===== src/rtl/wb_data_arbiter.sv =====
// Two-master Wishbone B4 arbiter: round-robin grant held for the whole CYC window.
// Optional hung-slave watchdog enabled by defining WB_ARB_TIMEOUT_EN.
module wb_data_arbiter #(
    parameter int TIMEOUT_CYCLES = 255
) (
    input  logic        clk,
    input  logic        rst,

    input  logic        M0_CYC,
    input  logic        M0_STB,
    input  logic        M0_WE,
    input  logic [31:0] M0_ADR,
    input  logic [31:0] M0_DAT_O,
    input  logic [2:0]  M0_CTI_O,
    output logic        M0_ACK,
    output logic        M0_ERR,
    output logic        M0_RTY,
    output logic [31:0] M0_DAT_I,

    input  logic        M1_CYC,
    input  logic        M1_STB,
    input  logic        M1_WE,
    input  logic [31:0] M1_ADR,
    input  logic [31:0] M1_DAT_O,
    input  logic [2:0]  M1_CTI_O,
    output logic        M1_ACK,
    output logic        M1_ERR,
    output logic        M1_RTY,
    output logic [31:0] M1_DAT_I,

    output logic        S_CYC,
    output logic        S_STB,
    output logic        S_WE,
    output logic [31:0] S_ADR,
    output logic [31:0] S_DAT_O,
    output logic [2:0]  S_CTI_O,
    input  logic        S_ACK,
    input  logic        S_ERR,
    input  logic        S_RTY,
    input  logic [31:0] S_DAT_I,

    output logic [1:0]  grant
);

    typedef enum logic [1:0] {
        IDLE = 2'd0,
        GNT0 = 2'd1,
        GNT1 = 2'd2
    } state_t;

    localparam logic [15:0] TIMEOUT_LIMIT = 16'(TIMEOUT_CYCLES);

    state_t      state_q, state_d;
    logic        last_q, last_d;
    logic [1:0]  grant_q, grant_d;
    logic        mux_cyc, mux_stb;
    logic        wd_err;

    always_comb begin
        state_d = state_q;
        last_d  = last_q;
        case (state_q)
            IDLE: begin
                if (M0_CYC && M1_CYC) state_d = last_q ? GNT0 : GNT1;
                else if (M0_CYC)      state_d = GNT0;
                else if (M1_CYC)      state_d = GNT1;
            end
            GNT0: begin
                if (!M0_CYC) begin
                    last_d  = 1'b0;
                    state_d = M1_CYC ? GNT1 : IDLE;
                end
            end
            GNT1: begin
                if (!M1_CYC) begin
                    last_d  = 1'b1;
                    state_d = M0_CYC ? GNT0 : IDLE;
                end
            end
            default: state_d = IDLE;
        endcase
        grant_d = {state_d == GNT1, state_d == GNT0};
    end

    always_ff @(posedge clk) begin
        if (!rst) begin
            state_q <= IDLE;
            last_q  <= 1'b1;
            grant_q <= 2'b00;
        end else begin
            state_q <= state_d;
            last_q  <= last_d;
            grant_q <= grant_d;
        end
    end

    // Ownership comes from the registered grant, so a same-cycle CYC drop still sees its ACK.
    always_comb begin
        mux_cyc = 1'b0;
        mux_stb = 1'b0;
        S_WE    = 1'b0;
        S_ADR   = '0;
        S_DAT_O = '0;
        S_CTI_O = '0;
        if (grant_q[0]) begin
            mux_cyc = M0_CYC;
            mux_stb = M0_STB;
            S_WE    = M0_WE;
            S_ADR   = M0_ADR;
            S_DAT_O = M0_DAT_O;
            S_CTI_O = M0_CTI_O;
        end else if (grant_q[1]) begin
            mux_cyc = M1_CYC;
            mux_stb = M1_STB;
            S_WE    = M1_WE;
            S_ADR   = M1_ADR;
            S_DAT_O = M1_DAT_O;
            S_CTI_O = M1_CTI_O;
        end
    end

`ifdef WB_ARB_TIMEOUT_EN
    logic [15:0] wd_cnt_q, wd_cnt_d;
    logic        wd_err_q, wd_err_d;

    always_comb begin
        wd_cnt_d = wd_cnt_q;
        wd_err_d = 1'b0;
        if ((grant_d != grant_q) || S_ACK || S_ERR || S_RTY || wd_err_q) begin
            wd_cnt_d = '0;
        end else if (wd_cnt_q == TIMEOUT_LIMIT) begin
            wd_cnt_d = '0;
            wd_err_d = 1'b1;
        end else if (mux_cyc && mux_stb) begin
            wd_cnt_d = wd_cnt_q + 16'd1;
        end
    end

    always_ff @(posedge clk) begin
        if (!rst) begin
            wd_cnt_q <= '0;
            wd_err_q <= 1'b0;
        end else begin
            wd_cnt_q <= wd_cnt_d;
            wd_err_q <= wd_err_d;
        end
    end

    assign wd_err = wd_err_q;
`else
    logic unused_timeout;
    assign unused_timeout = ^TIMEOUT_LIMIT;
    assign wd_err         = 1'b0;
`endif

    // The watchdog pulse abandons the slave cycle for one clock.
    assign S_CYC = mux_cyc & ~wd_err;
    assign S_STB = mux_stb & ~wd_err;

    assign M0_ACK   = S_ACK & grant_q[0];
    assign M0_ERR   = (S_ERR | wd_err) & grant_q[0];
    assign M0_RTY   = S_RTY & grant_q[0];
    assign M1_ACK   = S_ACK & grant_q[1];
    assign M1_ERR   = (S_ERR | wd_err) & grant_q[1];
    assign M1_RTY   = S_RTY & grant_q[1];
    assign M0_DAT_I = S_DAT_I;
    assign M1_DAT_I = S_DAT_I;

    assign grant = grant_q;

endmodule


===== config.mk =====
export PLATFORM = sky130hd
export DESIGN_NAME = wb_data_arbiter
export DESIGN_NICKNAME = d
export VERILOG_FILES = /design/src/rtl/wb_data_arbiter.sv
export SDC_FILE = /design/constraint.sdc
export NUM_CORES = 1
export LEC_CHECK = 0
export BUFFER_PORTS_ARGS = -buffer_cell sky130_fd_sc_hd__clkbuf_2
export CORE_AREA = 4 4 121 123
export CTS_CLUSTER_DIAMETER = 80
export CTS_CLUSTER_SIZE = 14
export DETAILED_ROUTE_END_ITERATION = 8
export DIE_AREA = 0 0 125 127
export GPL_TIMING_DRIVEN = 1
export HOLD_SLACK_MARGIN = 0.02
export PLACE_DENSITY_LB_ADDON = 0.25
export SLEW_MARGIN = 20
export SYNTH_ARGS = -nofsm -noshare
export SYNTH_HDL_FRONTEND = slang
export SYNTH_SLANG_ARGS = --single-unit

===== constraint.sdc =====
create_clock -name clk -period 1.9 [get_ports clk]
set_input_delay 0.19 -clock clk [delete_from_list [all_inputs] [get_ports clk]]
set_output_delay 0.19 -clock clk [all_outputs]
set_load 0.02 [all_outputs]

==> summary.txt, run 1 <==
Status
  – Outcome: finished, final reports clean

Critical path
  – Worst setup path category: flip-flop to output pin
  – Critical path arrival: roughly 1.5 ns
  – FF-to-FF Start: last_q
  – Reg-to-reg endpoint: grant[1]
  – R2R depth: 3
  – CP Max Fanout: 23
  – CP required: roughly 1.7 ns
  – Crit end category: output pin
  – Setup slack, reg-to-reg: slightly above 1 ns
  – Startpoint types: flip-flop

Hold path
  – Hold Path Depth: 2
  – Hold Crit Start: rst
  – Worst-case hold path end point: last_q
  – HP Class: input port to flip-flop

Drt
  – Drt drc: 0
  – Antenna viol nets, final: 0
  – Initial DRC Count: a little over 60
  – Avg WL per Cell: 12.81 um
  – Via-to-Cell Ratio: about 3.7
  – WL final: about 6500 um
  – First-pass DRT Iterations: 4
  – Via Count: 1870

Power and ir drop
  – Cell area power density: 470.0 nW/um^2
  – Worst VDD drop: 0.0002177 V
  – Overall power: between 1 and 1.5 mW
  – Pleak: between 1 and 1.5 nW

Global routing
  – Antenna violations before repair: 0
  – Largest net degree at the start of global routing: 77
  – Grt total ovfl: 0
  – GRT Total Usage: 0.07283
  – First-pass GRT wire length: between 9000 and 10000 um
  – Number of global-route vias before repair: 1914

CTS
  – Clock transition at path regs: ~0.030 ns
  – Cts hold-fix bufs: 0
  – CTS Sinks: 5
  – Skew-Pair Late Insertion Delay: 0.23 ns
  – CTS buffer count: 3
  – CTS tree: yes
  – Resize count post-CTS: 0
  – Post-CTS Setup Repair Bufs: 0
  – CTS H-tree depth: 1
  – Max Buffers Root-to-Sink: 2
  – Root Driver: clkbuf_16

Synth
  – Largest cells by area after synthesis: a22o_1 42%, buf_4 34%, dfxtp_1 7.0%
  – Async SR Flop Fraction: 0
  – Number of synthesized flops with an enable pin: 0
  – Ys flop type: dfxtp_1
  – Syn_area_per_cell: 7.941 sq um
  – Synthesized area: 1421 sq um
  – Largest area contributor in the netlist: a22o_1
  – Synth unique cells: 16
  – Post-Syn Nets: 356
  – Number of synthesized register bits: 5
  – Mapped Cells: 179
  – Area share of the largest cell type after synthesis: 0.4190
  – Post-synthesis sequential area ratio: 0.07042
  – YS warnings: 0
  – Post-synth top cells: 68 x a22o_1, 64 x buf_4, 10 x buf_2
  – Most numerous cell in the Yosys netlist: a22o_1

STA
  – Slew Viols, Final: 0
  – Setup violators final: 0
  – Fmax: approximately 0.59 GHz
  – Final Critical Period: 1.705 ns
  – Worst-margin pin slew: 0.3239 ns
  – Worst rel slew slack: 0.7840
  – Fin. Hold Viols: 0
  – Final period util: 0.8974
  – Clock skew: 0.0006636 ns
  – TNS Setup: 0 ns
  – Unrepaired setup endpoints after global routing: no

Layout
  – Ant. Diodes: 0
  – Area of the multi-input gates: around 740 sq um
  – Post-route design area: 2307 sq um
  – Layout Cells excl Fill: 508
  – Synth-to-Final Area Change: 62.32%
  – Final net count: around 510
  – Fill cell count: 1585
  – FF/Latch Area: 101.3 sq um
  – Layout cells sized above 1: 0.7012

Job
  – Max-cap check violation count: 0

Place
  – GPL Wtd Cong: 0.8127
  – Placed Cells: 504
  – DPL Wire Length: 5527 um
  – Port bufs: between 200 and 250
  – DP Area: 2228 sq um

Die
  – Die width: 125 um
  – Core ar.: 13670 sq um
  – Io pins: 319
  – Initial Utilization: 0.1040
  – Die area: roughly 16000 sq um
  – DIE HEIGHT: ~130 um
  – Row Count: 43
==> worst max path at each step <==
| stage | from | end | slack, ns | cells past startpoint |
|---|---|---|---|---|
| 2_1_floorplan | grant[1] | S_ADR[10] | 0.46 | 5 |
| 3_3_place_gp | grant[1] | S_DAT_O[19] | 0.47 | 4 |
| 3_5_place_dp | grant[1] | S_DAT_O[19] | 0.42 | 4 |
| 4_1_cts | grant[1] | S_DAT_O[19] | 0.17 | 4 |
| 5_1_grt | grant[1] | S_DAT_O[19] | 0.09 | 4 |
| 6_report | grant[1] | S_DAT_O[18] | 0.19 | 4 |
==> per-stage QoR <==
stage	setup WS, ns	hold slack [ns]	util
2_1_floorplan	0.4581	0.2662	-
3_3_place_gp	0.4715	0.3802	0.1631
3_5_place_dp	0.4247	0.3802	0.1631
4_1_cts	0.1659	0.1699	0.1688
5_1_grt	0.08757	0.1889	0.1688
6_report	0.1950	0.1695	0.1688
==> worst max-delay path, cell delays in order, from the launching register on <==
cell and delay (ns):
dfxtp_1 0.41, nor2b_4 0.21, buf_4 0.28, a22o_1 0.20
clkbuf_2 0.17
==> layer usage <==
metal | part of all wire | global-route usage | up-vias
met5 | 0 | 0 | -
met1 | 0.34 | 0.07564 | 822
met2 | 0.53 | 0.1424 | 130
li1 | - | - | 903
met3 | 0.11 | 0.01923 | 15
met4 | 0.018 | 0.02232 | 0
==> cells by family (layout without fill, tap and decap cells) <==
kind of cell,after synthesis,after routing,share of synthesized area
AOI/OAI and AO/OA,74,74,0.4419
buffers and inverters,80,229,0.4102
DFF,5,5,0.07043
and+or+nand+nor,20,20,0.07747
==> area by class of cell <==
class	count	share of cell area
Clock buffer	4	0.03416
Tap cell	180	0.09761
Multi-Input combinational cell	94	0.3221
Sequential cell	5	0.04393
Timing Repair Buffer	225	0.5022
==> flip-flops by register name, summed over array words and instances, names as in the netlist <==
signal	count
state_q	2
grant	2
last_q	1
==> report_power, final <==
group	internal, mW	switching [mW]	total, mW	leakage [nW]
registers	0.114	0.00942	0.123	0.0416
logic	0.280	0.334	0.614	1.27
clock network	0.278	0.0694	0.347	0.0382
==> placed cells by master (no fill, tap or decap), drive strengths merged <==
cell type / count
o22ai: 2
nor2b: 2
nand2b: 1
buf: 3
nor2: 3
a22o: 68
a21oi: 1
clkbuf: 226
o21ai: 3
dfxtp: 5
and2: 6
and3: 4
nand2: 4
Power figures use the tool's default switching activity.
==> run 2: changes to the inputs <==
==> constraint.sdc (replaced) <==
create_clock -name clk -period 1.9 [get_ports clk]
set_input_delay 0.19 -clock clk [delete_from_list [all_inputs] [get_ports clk]]
set_output_delay 0.19 -clock clk [all_outputs]
set_load 0.05 [all_outputs]
==> summary.txt, run 2 (same netlist as run 1, synthesis figures left out) <==
Place
  – DP Area: 2589 sq um (was 2228 sq um)
  – GPL Wtd Cong: 0.7643 (was 0.8127)
  – Port bufs: 222 (unchanged)
  – DPL Wire Length: 5663 um (was 5527 um)

CTS
  – Post-CTS Setup Repair Bufs: 0 (unchanged)
  – Root Driver: clkbuf_16 (unchanged)
  – Clock transition at path regs: 0.03 ns (about the same)
  – Cts hold-fix bufs: 0 (unchanged)
  – CTS H-tree depth: 1 (unchanged)
  – CTS Sinks: 5 (unchanged)
  – CTS buffer count: 3 (unchanged)
  – Resize count post-CTS: 0 (unchanged)
  – CTS tree: yes (unchanged)
  – Skew-Pair Late Insertion Delay: 0.23 ns (about the same)
  – Max Buffers Root-to-Sink: 2 (unchanged)

Hold path
  – HP Class: input port to flip-flop (unchanged)
  – Hold Crit Start: rst (unchanged)

Layout
  – FF/Latch Area: 101.3 sq um (unchanged)
  – Layout cells sized above 1: 0.7012 (unchanged)
  – Leading cell types in the layout, fill and taps excluded: 198 x clkbuf_2, 68 x a22o_1, 26 x buf_12 (was 222 x clkbuf_2, 68 x a22o_1, 6 x and2_1)
  – Area of the multi-input gates: 743.2 sq um (unchanged)
  – Ant. Diodes: 0 (unchanged)
  – Synth-to-Final Area Change: 87.68% (was 62.32%)
  – Leading cell type in the layout, fill and taps excluded: clkbuf_2 (unchanged)
  – Fill cell count: 1550 (was 1585)
  – Post-route design area: 2668 sq um (was 2307 sq um)
  – Final net count: 506 (unchanged)

Die
  – Core ar.: 13670 sq um (unchanged)
  – Initial Utilization: 0.1040 (unchanged)
  – Die width: 125 um (unchanged)
  – Io pins: 319 (unchanged)
  – DIE HEIGHT: 127 um (unchanged)
  – Row Count: 43 (unchanged)
  – Die area: 15880 sq um (unchanged)

STA
  – Slew Viols, Final: 0 (unchanged)
  – Fmax: 0.5587 GHz (was 0.5865 GHz)
  – Final Critical Period: 1.790 ns (was 1.705 ns)
  – Clock skew: 0.001524 ns (was 0.0006636 ns)
  – Worst-margin pin slew: 0.3325 ns (was 0.3239 ns)
  – Worst rel slew slack: 0.7784 (was 0.7840)
  – Unrepaired setup endpoints after global routing: no (unchanged)
  – Final period util: 0.9420 (was 0.8974)
  – Fin. Hold Viols: 0 (unchanged)
  – Setup violators final: 0 (unchanged)
  – TNS Setup: 0 ns (unchanged)

Critical path
  – FF-to-FF Start: last_q (unchanged)
  – Startpoint types: flip-flop (unchanged)
  – Crit end category: output pin (unchanged)
  – CP Max Fanout: 23 (unchanged)
  – Delay-heaviest family, CP: buffers and inverters (unchanged)
  – Worst setup path category: flip-flop to output pin (unchanged)
  – CP startpoint: grant[1] (unchanged)
  – Max stage delay on crit path: 0.41 ns (about the same)
  – CP required: 1.71 ns (about the same)
  – Crit-path cells: nor2b_4 -> buf_4 -> a22o_1 -> clkbuf_2 (unchanged)
  – Critical path arrival: 1.60 ns (was 1.52 ns)
  – Worst Path Buf+Inv: 2 (unchanged)
  – Slowest CP cell: dfxtp_1 (unchanged)

Power and ir drop
  – Worst VDD drop: 0.0003478 V (was 0.0002177 V)
  – Pleak: 1.449 nW (was 1.352 nW)
  – Cell area power density: 558.3 nW/um^2 (was 470.0 nW/um^2)

Drt
  – First-pass DRT Iterations: 3 (was 4)
  – Avg WL per Cell: 13.11 um (was 12.81 um)
  – Via-to-Cell Ratio: 3.705 (was 3.681)
  – Via Count: 1882 (was 1870)
  – Drt drc: 0 (unchanged)
  – WL final: 6658 um (was 6506 um)
  – Antenna viol nets, final: 0 (unchanged)
  – Initial DRC Count: 34 (was 61)

Global routing
  – Grt total ovfl: 0 (unchanged)
  – Antenna violations before repair: 0 (unchanged)
  – First-pass GRT wire length: 10100 um (was 9666 um)
  – Number of global-route vias before repair: 1999 (was 1914)
  – Largest net degree at the start of global routing: 77 (unchanged)
  – GRT Total Usage: 0.07580 (was 0.07283)

Job
  – Max-cap check violation count: 0 (unchanged)

Status
  – Outcome: finished, final reports clean (unchanged)
## run 2: layer usage
layer / up-vias / wire length, um / global-route usage
met5: - / 0 / 0
li1: 903 / - / -
met1: 833 / 2308 / 0.07914
met4: 0 / 131 / 0.02423
met3: 17 / 671 / 0.02216
met2: 129 / 3546 / 0.1455
## run 2: path summary, 6_finish.rpt
| kind | end | cells after the start | slack, ns |
|---|---|---|---|
| worst max-delay path | S_DAT_O[5] | 4 | 0.11 |
| worst min-delay path | last_q | 2 | 0.20 |
| worst max register to register | grant[1] | 3 | 0.97 |
| worst min register to register | last_q | 2 | 0.56 |
## run 2: layout make-up
class,instances,area share
timing repair buffer,225,0.5694
multi-input combinational,94,0.2786
tap,180,0.08443
sequential,5,0.03799
clock buffer,4,0.02955
## run 2: where the power goes
group | internal [mW] | switching, mW | total [mW]
combinational | 0.394 | 0.627 | 1.02
sequential | 0.114 | 0.00930 | 0.123
clock | 0.278 | 0.0674 | 0.345
total | 0.786 | 0.704 | 1.49
## run 2: stage by stage
step / total power, mW / setup slack [ns] / util / hold WS [ns] / std cells
floorplan: 1.094 / -0.2972 / - / 0.2662 / 179
global placement: 1.150 / 0.3941 / 0.1894 / 0.3805 / 504
detailed placement: 1.154 / 0.3444 / 0.1894 / 0.3805 / 504
CTS: 1.514 / 0.09109 / 0.1952 / 0.1952 / 508
global route: 1.562 / 0.005135 / 0.1952 / 0.2450 / 508
finish: 1.489 / 0.1102 / 0.1952 / 0.1975 / 508
==> run 3: changes to the inputs <==
--- a/config.mk
+++ b/config.mk
@@ -7,6 +7,7 @@
 export LEC_CHECK = 0
 export BUFFER_PORTS_ARGS = -buffer_cell sky130_fd_sc_hd__clkbuf_2
 export CORE_AREA = 4 4 121 123
+export CTS_BUF_LIST = sky130_fd_sc_hd__clkbuf_16
 export CTS_CLUSTER_DIAMETER = 80
 export CTS_CLUSTER_SIZE = 14
 export DETAILED_ROUTE_END_ITERATION = 8
==> summary.txt, run 3 (same netlist as run 1, synthesis figures left out) <==
Status
  – Outcome: finished, final reports clean (unchanged)

Critical path
  – Setup slack, reg-to-reg: 0.98 ns (was 0.97 ns)
  – Worst setup path category: flip-flop to output pin (unchanged)
  – R2R depth: 3 (unchanged)
  – Startpoint types: flip-flop (unchanged)
  – Crit end category: output pin (unchanged)
  – CP Max Fanout: 23 (unchanged)
  – Reg-to-reg endpoint: grant[1] (unchanged)
  – FF-to-FF Start: last_q (unchanged)
  – Critical path arrival: 1.60 ns (about the same)
  – CP required: 1.71 ns (about the same)

STA
  – Unrepaired setup endpoints after global routing: no (unchanged)
  – Fin. Hold Viols: 0 (unchanged)
  – Final period util: 0.9421 (was 0.9420)
  – Setup violators final: 0 (unchanged)
  – Worst-margin pin slew: 0.3325 ns (unchanged)
  – Worst hold slack: 0.1975 ns (unchanged)
  – Slew Viols, Final: 0 (unchanged)
  – Worst Setup Slack, final: 0.1099 ns (was 0.1102 ns)
  – Fmax: 0.5586 GHz (was 0.5587 GHz)
  – Worst rel slew slack: 0.7784 (unchanged)
  – Final Critical Period: 1.790 ns (about the same)
  – Clock skew: 0.001325 ns (was 0.001524 ns)

Drt
  – Via Count: 1882 (unchanged)
  – DR top layer: met4 (unchanged)
  – Via-to-Cell Ratio: 3.705 (unchanged)
  – Met1 Wirelength: 2308 um (unchanged)
  – Initial DRC Count: 34 (unchanged)
  – Drt drc: 0 (unchanged)
  – Antenna viol nets, final: 0 (unchanged)
  – First-pass DRT Iterations: 3 (unchanged)
  – Avg WL per Cell: 13.11 um (unchanged)
  – Met2 Routed Length: 3546 um (unchanged)
  – WL final: 6658 um (unchanged)
  – WL met3: 671 um (unchanged)

Hold path
  – Hold Crit Start: rst (unchanged)
  – Worst-case hold path end point: last_q (unchanged)
  – HP Class: input port to flip-flop (unchanged)
  – Hold Path Depth: 2 (unchanged)

Layout
  – Final net count: 506 (unchanged)
  – Leading cell types in the layout, fill and taps excluded: 198 x clkbuf_2, 68 x a22o_1, 26 x buf_12 (unchanged)
  – Leading cell type in the layout, fill and taps excluded: clkbuf_2 (unchanged)
  – Post-route design area: 2668 sq um (unchanged)
  – Ant. Diodes: 0 (unchanged)
  – Area of the multi-input gates: 743.2 sq um (unchanged)
  – Fill cell count: 1550 (unchanged)
  – FF/Latch Area: 101.3 sq um (unchanged)
  – Synth-to-Final Area Change: 87.68% (unchanged)
  – Layout cells sized above 1: 0.7012 (unchanged)

Die
  – Die area: 15880 sq um (unchanged)
  – Die width: 125 um (unchanged)
  – DIE HEIGHT: 127 um (unchanged)
  – Row Count: 43 (unchanged)
  – Core ar.: 13670 sq um (unchanged)
  – Io pins: 319 (unchanged)
  – Initial Utilization: 0.1040 (unchanged)

Place
  – GPL Wtd Cong: 0.7643 (unchanged)
  – Port bufs: 222 (unchanged)
  – DP Worst Slack: 0.3444 ns (unchanged)
  – DP Area: 2589 sq um (unchanged)
  – DPL Wire Length: 5663 um (unchanged)

CTS
  – Clock transition at path regs: 0.03 ns (about the same)
  – Cts hold-fix bufs: 0 (unchanged)
  – Max Buffers Root-to-Sink: 2 (unchanged)
  – Root Driver: clkbuf_16 (unchanged)
  – CTS buffer count: 3 (unchanged)
  – CTS Sinks: 5 (unchanged)
  – CTS tree: yes (unchanged)
  – Skew-Pair Late Insertion Delay: 0.23 ns (about the same)
  – CTS H-tree depth: 1 (unchanged)
  – Post-CTS Setup Repair Bufs: 0 (unchanged)
  – Resize count post-CTS: 0 (unchanged)

Global routing
  – Number of global-route vias before repair: 1999 (unchanged)
  – Largest net degree at the start of global routing: 77 (unchanged)
  – GRT Total Usage: 0.07580 (unchanged)
  – Grt total ovfl: 0 (unchanged)
  – First-pass GRT wire length: 10100 um (unchanged)
  – Antenna violations before repair: 0 (unchanged)

Power and ir drop
  – Internal cell power: 0.7801 mW (was 0.7856 mW)
  – Combinational Power Share: 0.688 (was 0.685)
  – Switch share: 0.4743 (was 0.4725)
  – Clock power share: 0.229 (was 0.232)
  – Worst VDD drop: 0.0003478 V (about the same)
  – Seq pwr share: 0.083 (about the same)
  – Pleak: 1.453 nW (was 1.449 nW)
  – P_sw: 0.7040 mW (was 0.7036 mW)
  – Cell area power density: 556.3 nW/um^2 (was 558.3 nW/um^2)

Job
  – Max-cap check violation count: 0 (unchanged)
-- run 3: changes by cell type in the layout (fill, tap and decap cells not counted) --
cell,previous run,this run
clkbuf_1,1,0
inv_1,0,1
-- run 3: worst max path at each step --
stage	from	endpoint	slack, ns	cells after the start
2_1_floorplan	grant[0]	S_ADR[30]	-0.30	3
3_3_place_gp	grant[1]	S_DAT_O[17]	0.39	4
3_5_place_dp	grant[1]	S_DAT_O[5]	0.34	4
4_1_cts	grant[1]	S_DAT_O[5]	0.09	4
5_1_grt	grant[1]	S_DAT_O[5]	0.005	4
6_report	grant[1]	S_DAT_O[5]	0.11	4
-- run 3: per-layer routing --
metal | vias up | track usage
met3 | 17 | 0.02216
met2 | 129 | 0.1455
met1 | 833 | 0.07914
met4 | 0 | 0.02423
li1 | 903 | -
met5 | - | 0
-- run 3: critical path, stage by stage, from the launching register on --
cell and delay (ns):
dfxtp_1 0.41, nor2b_4 0.21, buf_4 0.29, a22o_1 0.18, clkbuf_2 0.27
-- run 3: area by class of cell --
cell class                      instances  share of cell area
Timing Repair Buffer                  225              0.5694
Multi-Input combinational cell         94              0.2786
Tap cell                              180             0.08443
Sequential cell                         5             0.03799
Clock buffer                            3             0.02814
Clock inverter                          1            0.001407
-- run 3: power groups by stage --
stage / logic [mW] / registers (mW) / clock network, mW
after floorplan: 0.962 / 0.132 / 0
after global placement: 1.03 / 0.124 / 0
after detailed placement: 1.03 / 0.125 / 0
after CTS: 1.03 / 0.123 / 0.353
after global routing: 1.07 / 0.124 / 0.359
final: 1.02 / 0.123 / 0.340
-- run 3: stage by stage --
step | utilization | setup TNS (ns) | power [mW] | instances
after floorplan | - | -0.5945 | 1.094 | 179
after detailed placement | 0.1894 | 0 | 1.154 | 504
after global placement | 0.1894 | 0 | 1.150 | 504
final | 0.1952 | 0 | 1.484 | 508
after CTS | 0.1952 | 0 | 1.509 | 508
after global routing | 0.1952 | 0 | 1.557 | 508
